## src/rtl/player_life_manager.sv

```systemverilog
// Player life bookkeeping: saturating damage/heal, frame-counted invulnerability
// and regeneration, with a life value that is republished only on frame_tick.
module player_life_manager #(
  parameter int MAX_PLAYER_LIFE_POINT = 100,
  parameter int INVULN_FRAMES         = 60,
  parameter int REGEN_PERIOD_FRAMES   = 120,
  parameter int REGEN_AMOUNT          = 1
) (
  input  logic       clk,
  input  logic       reset,
  input  logic       start,
  input  logic       frame_tick,
  input  logic       hit_valid,
  input  logic [7:0] hit_damage,
  input  logic       heal_valid,
  input  logic [7:0] heal_amount,
  output logic [9:0] PlayerLifePoint,
  output logic       hit_ack,
  output logic       isInvulnerable,
  output logic       isDead
);

  typedef enum logic [1:0] {IDLE, ALIVE, INVULN, DEAD} state_t;

  localparam logic [9:0]  MAX_LIFE   = 10'(MAX_PLAYER_LIFE_POINT);
  localparam logic [15:0] INV_LOAD   = 16'(INVULN_FRAMES);
  localparam logic [15:0] REGEN_LAST = 16'(REGEN_PERIOD_FRAMES - 1);
  localparam logic [10:0] REGEN_ADD  = 11'(REGEN_AMOUNT);
  localparam logic        REGEN_ON   = (REGEN_PERIOD_FRAMES != 0);

  state_t      state, state_next;
  logic [9:0]  life_int, life_next;
  logic [15:0] inv_cnt, inv_next;
  logic [15:0] regen_cnt, regen_next;
  logic [9:0]  publish_next;
  logic        ack_next;

  logic        live;
  logic        hit_accept;
  logic [9:0]  after_hit;
  logic        dying;
  logic        heal_apply;
  logic [10:0] heal_sum;
  logic [9:0]  after_heal;
  logic        regen_tick;
  logic        regen_step;
  logic [10:0] regen_sum;
  logic [9:0]  after_regen;

  // Event pipeline within one cycle: hit first, then heal, then regen.
  assign live       = (state == ALIVE) || (state == INVULN);
  assign hit_accept = (state == ALIVE) && hit_valid && (hit_damage != 8'd0);
  assign after_hit  = !hit_accept                      ? life_int :
                      ({2'b00, hit_damage} >= life_int) ? 10'd0 :
                      life_int - {2'b00, hit_damage};
  assign dying      = hit_accept && (after_hit == 10'd0);
  assign heal_apply = heal_valid && !dying;
  assign heal_sum   = {1'b0, after_hit} + {3'b000, heal_amount};
  assign after_heal = !heal_apply                     ? after_hit :
                      (heal_sum > {1'b0, MAX_LIFE})   ? MAX_LIFE :
                      heal_sum[9:0];

  // Regen pacing looks at the life held before this cycle's events.
  assign regen_tick  = REGEN_ON && frame_tick && (life_int < MAX_LIFE) && !dying;
  assign regen_step  = regen_tick && (regen_cnt == REGEN_LAST);
  assign regen_sum   = {1'b0, after_heal} + REGEN_ADD;
  assign after_regen = !regen_step                   ? after_heal :
                       (regen_sum > {1'b0, MAX_LIFE}) ? MAX_LIFE :
                       regen_sum[9:0];

  assign isInvulnerable = (state == INVULN);
  assign isDead         = (state == DEAD);

  always_ff @(posedge clk) begin
    if (reset) begin
      state           <= IDLE;
      life_int        <= '0;
      inv_cnt         <= '0;
      regen_cnt       <= '0;
      PlayerLifePoint <= '0;
      hit_ack         <= 1'b0;
    end else begin
      state           <= state_next;
      life_int        <= life_next;
      inv_cnt         <= inv_next;
      regen_cnt       <= regen_next;
      PlayerLifePoint <= publish_next;
      hit_ack         <= ack_next;
    end
  end

  always_comb begin
    state_next   = state;
    life_next    = life_int;
    inv_next     = inv_cnt;
    regen_next   = regen_cnt;
    publish_next = PlayerLifePoint;
    ack_next     = 1'b0;

    if (start) begin
      state_next   = ALIVE;
      life_next    = MAX_LIFE;
      regen_next   = '0;
      publish_next = MAX_LIFE;
    end else begin
      if (frame_tick && (state != IDLE))
        publish_next = life_int;

      case (state)
        ALIVE: begin
          if (hit_accept) begin
            ack_next   = 1'b1;
            inv_next   = INV_LOAD;
            state_next = dying ? DEAD : INVULN;
          end
        end
        INVULN: begin
          if (frame_tick) begin
            inv_next = inv_cnt - 16'd1;
            if (inv_cnt == 16'd1)
              state_next = ALIVE;
          end
        end
        default: ;
      endcase

      if (live) begin
        life_next = after_regen;
        if (life_int >= MAX_LIFE || regen_step)
          regen_next = '0;
        else if (regen_tick)
          regen_next = regen_cnt + 16'd1;
      end
    end
  end

endmodule

```

## config.mk

```make
export PLATFORM = sky130hd
export DESIGN_NAME = player_life_manager
export DESIGN_NICKNAME = d
export VERILOG_FILES = /design/src/rtl/player_life_manager.sv
export SDC_FILE = /design/constraint.sdc
export NUM_CORES = 1
export LEC_CHECK = 0
export BUFFER_PORTS_ARGS = -buffer_cell sky130_fd_sc_hd__buf_4
export CORE_MARGIN = 2
export CORE_UTILIZATION = 45
export DETAILED_ROUTE_END_ITERATION = 6
export PLACE_DENSITY_LB_ADDON = 0.3
export REMOVE_ABC_BUFFERS = 1
export SLEW_MARGIN = 20
export SYNTH_ARGS = -nofsm -noshare
export SYNTH_HDL_FRONTEND = slang
export SYNTH_SLANG_ARGS = --single-unit
```

## constraint.sdc

```tcl
create_clock -name clk -period 6.64 [get_ports clk]
set_input_delay 1.328 -clock clk [delete_from_list [all_inputs] [get_ports clk]]
set_output_delay 1.328 -clock clk [all_outputs]
set_load 0.01 [all_outputs]
```

==> results.sh <==
export IMPL_synth_async_reset_ratio=0
export IMPL_synth_cell_types=69
export IMPL_grt_pass1_wl_um=19800
export IMPL_power_density_nw_per_um2=185
export IMPL_final_net_count=690
export IMPL_rr_worst_depth=28
export IMPL_wire_per_inst_um=15.9
export IMPL_io_buffers=34
export IMPL_grtUsageTotal=0.241
export IMPL_status="finished clean"
export IMPL_final_hold_violation_count=0
export IMPL_drive_above_1_share=0.223
export IMPL_hold_buffers=0
export IMPL_final_period_utilization=0.966
export IMPL_drc=0
export IMPL_critical_path_class="input port to flop"
export IMPL_clkPwrFrac=0.244
export IMPL_min_period_ps=6410
export IMPL_antenna_found_initial=0
export IMPL_clkTransAtPathRegs_ps=100
export IMPL_leakage_nw=2.12
export IMPL_power_switching_w=0.000340
export IMPL_core_area_um2=9150
export IMPL_p_sw_frac=0.348
export IMPL_p_comb_frac=0.384
export IMPL_clock_fmax_ghz=0.156
export IMPL_cts_buffers=5
export IMPL_synth_area_um2=4210
export IMPL_setup_tns_ps=0
export IMPL_die_w_um=101
export IMPL_p_seq_frac=0.372
export IMPL_finalSetupViolCount=0
export IMPL_crit_start="hit_damage[0]"
export IMPL_timing_rr_start="life_int[0]"
export IMPL_hold_class="flop to flop"
export IMPL_hpwlAfterDp_um=9280
export IMPL_final_util=0.575
export IMPL_dieHeight_um=101
export IMPL_grt_max_degree=19
export IMPL_ios=35
export IMPL_grt_overflow_total=0
export IMPL_drtPass1Iterations=5
export IMPL_vias_per_cell=5.96
export IMPL_drt_initial_drc_count=354
export IMPL_drv_max_cap_violation_count=0
export IMPL_crit_fanout=5
export IMPL_ys_seq_elements=55
export IMPL_worstMarginPinSlew_ps=1060
export IMPL_synth_ff_type="dfxtp_1"
export IMPL_ant_nets=0
export IMPL_gp_congestion=1.01
export IMPL_syn_mean_instance_area_um2=7.69
export IMPL_n_antenna_cell=0
export IMPL_htree_levels=2
export IMPL_grt_pass1_vias=4064
export IMPL_crit_end="life_int[1]"
export IMPL_die_area_um2=10100
export IMPL_ys_warnings_count=0
export IMPL_synth_seq_area_share=0.261
export IMPL_final_setup_skew_ps=10.1
export IMPL_clock_path_buffers=2
export IMPL_worstPathRequired_ps=6860
export IMPL_num_rows=35
export IMPL_max_slew_margin_rel=0.287
export IMPL_crit_path_end_kind="flop"
export IMPL_design_area_um2=5260
export IMPL_critPathLaunchType="input port"
export IMPL_intPower_w=0.000637
export IMPL_cts_tree="yes"
export IMPL_placedInstanceArea_um2=5010
export IMPL_power_w=0.000976
export IMPL_start_util=0.460
export IMPL_routed_wl_um=12000
export IMPL_r2r_slack_ps=840
export IMPL_slew_violations=0
export IMPL_clock_sinks=55
export IMPL_ir_worst_vdd_v=0.0000796
export IMPL_root_buffer="clkbuf_8"
export IMPL_area_growth_pct=25.0
export IMPL_cp_arrival_ps=6640
export IMPL_r2r_end="life_int[1]"
export IMPL_syn_inst=548
export IMPL_clk_latency_ps=320
export IMPL_via_count=4489
export IMPL_synth_edf_count=0
metrics by stage:
stage	hold WS (ps)	cells	worst slack, ps
2_1_floorplan	458	532	-554
3_3_place_gp	447	740	-183
3_5_place_dp	449	740	-458
4_1_cts	463	749	55.7
5_1_grt	494	753	-88.7
6_report	460	753	225
placed cells by master, fill, tap and decap left out, drive strengths merged, types with 10 or more instances in the layout:
master | netlist | layout
a21oi | 43 | 43
a31oi | 12 | 12
buf | 6 | 102
dfxtp | 55 | 55
ha | 25 | 25
inv | 32 | 33
nand2 | 49 | 49
nand3 | 21 | 21
nor2 | 70 | 70
nor3 | 21 | 21
o21ai | 25 | 25
or3 | 11 | 11
or4 | 10 | 10
xnor2 | 26 | 26
registers in the layout, summed over array words and instances (netlist names):
name / count
PlayerLifePoint: 10
hit_ack: 1
inv_cnt: 16
life_int: 10
regen_cnt: 16
state: 2
cell usage after synthesis, types with 5 or more instances:
library cell / number / area, um2
a21oi_1: 43 / 215
o31ai_1: 5 / 37.5
nor4_1: 8 / 50.1
or4_1: 8 / 60.1
o21ai_1: 6 / 30.0
nor3_1: 19 / 95.1
clkbuf_1: 10 / 37.5
a211oi_1: 5 / 37.5
inv_1: 32 / 120
ha_1: 25 / 313
and3_1: 7 / 43.8
nand3_1: 21 / 105
nor2_1: 70 / 263
or3_1: 11 / 68.8
dfxtp_1: 55 / 1100
xnor2_1: 26 / 228
xor2_1: 9 / 78.8
mux2i_1: 7 / 70.1
nand2_1: 49 / 184
a22o_1: 5 / 43.8
nand4_1: 8 / 50.1
a21o_1: 5 / 37.5
o21ai_0: 19 / 95.1
a31oi_1: 11 / 68.8
logic make-up after synthesis:
logic type	Yosys count	share of synthesized area
mux	9	0.0220
fa+ha+maj	27	0.0838
buf+inv	49	0.0463
xor+xnor	35	0.0728
simple gates	224	0.263
flops	55	0.261
compound gates	149	0.250
power groups by stage:
| stage | clock network, W | registers, W | logic (W) |
|---|---|---|---|
| 3_5_place_dp | 0 | 0.000370 | 0.000349 |
| 3_3_place_gp | 0 | 0.000369 | 0.000345 |
| 5_1_grt | 0.000258 | 0.000365 | 0.000410 |
| 6_report | 0.000238 | 0.000363 | 0.000375 |
| 2_1_floorplan | 0 | 0.000364 | 0.000214 |
| 4_1_cts | 0.000244 | 0.000363 | 0.000353 |
per-layer routing:
layer | GRT usage | part of all wire
met3 | 0.0381 | 0.056
met1 | 0.340 | 0.46
met4 | 0.0769 | 0.025
met2 | 0.377 | 0.45
met5 | 0 | 0
worst min path at each step:
stage | cells past startpoint | start | slack, ps | end
after detailed placement | 2 | PlayerLifePoint[8] | 450 | PlayerLifePoint[8]
after global placement | 2 | PlayerLifePoint[8] | 450 | PlayerLifePoint[8]
after floorplan | 2 | life_int[0] | 460 | PlayerLifePoint[0]
after CTS | 2 | PlayerLifePoint[8] | 460 | PlayerLifePoint[8]
final | 2 | PlayerLifePoint[8] | 460 | PlayerLifePoint[8]
after global routing | 2 | PlayerLifePoint[8] | 490 | PlayerLifePoint[8]
repair_timing:
action / 4_1_cts / 5_1_grt
gates resized for setup: 3 / 18
setup endpoints to repair: 6 / 7
pin swaps: 0 / 13
buffers inserted: 1 / 4
area by class of cell:
cell class                 count  area (um2)
clock inverter                 2        38.8
timing repair buffer         102         766
sequential                    55        1100
multi-input combinational    444        3010
tap                          111         139
fill                         843        3890
clock buffer                   6        82.6
inverter                      33         124
worst max-delay path, stage by stage:
cell and delay, ps:
buf_4 90, ha_1 160, inv_1 70, fa_2 420, a211oi_4 250, buf_4 150, buf_4 100, o21ai_0 120
and3_1 190, o41ai_1 310, buf_4 190, ha_1 250, nor3b_1 180, a2111oi_4 350, o311ai_2 180, a31oi_4 180
nand2_1 90, nor2_2 170, a22o_1 190, ha_1 170, inv_1 90, nor3b_2 200, nor4b_4 230, mux2i_1 150
buf_4 170, nor3_4 240, o211ai_1 160, a311oi_1 270
No activity file was read; power rests on OpenSTA's default activity.
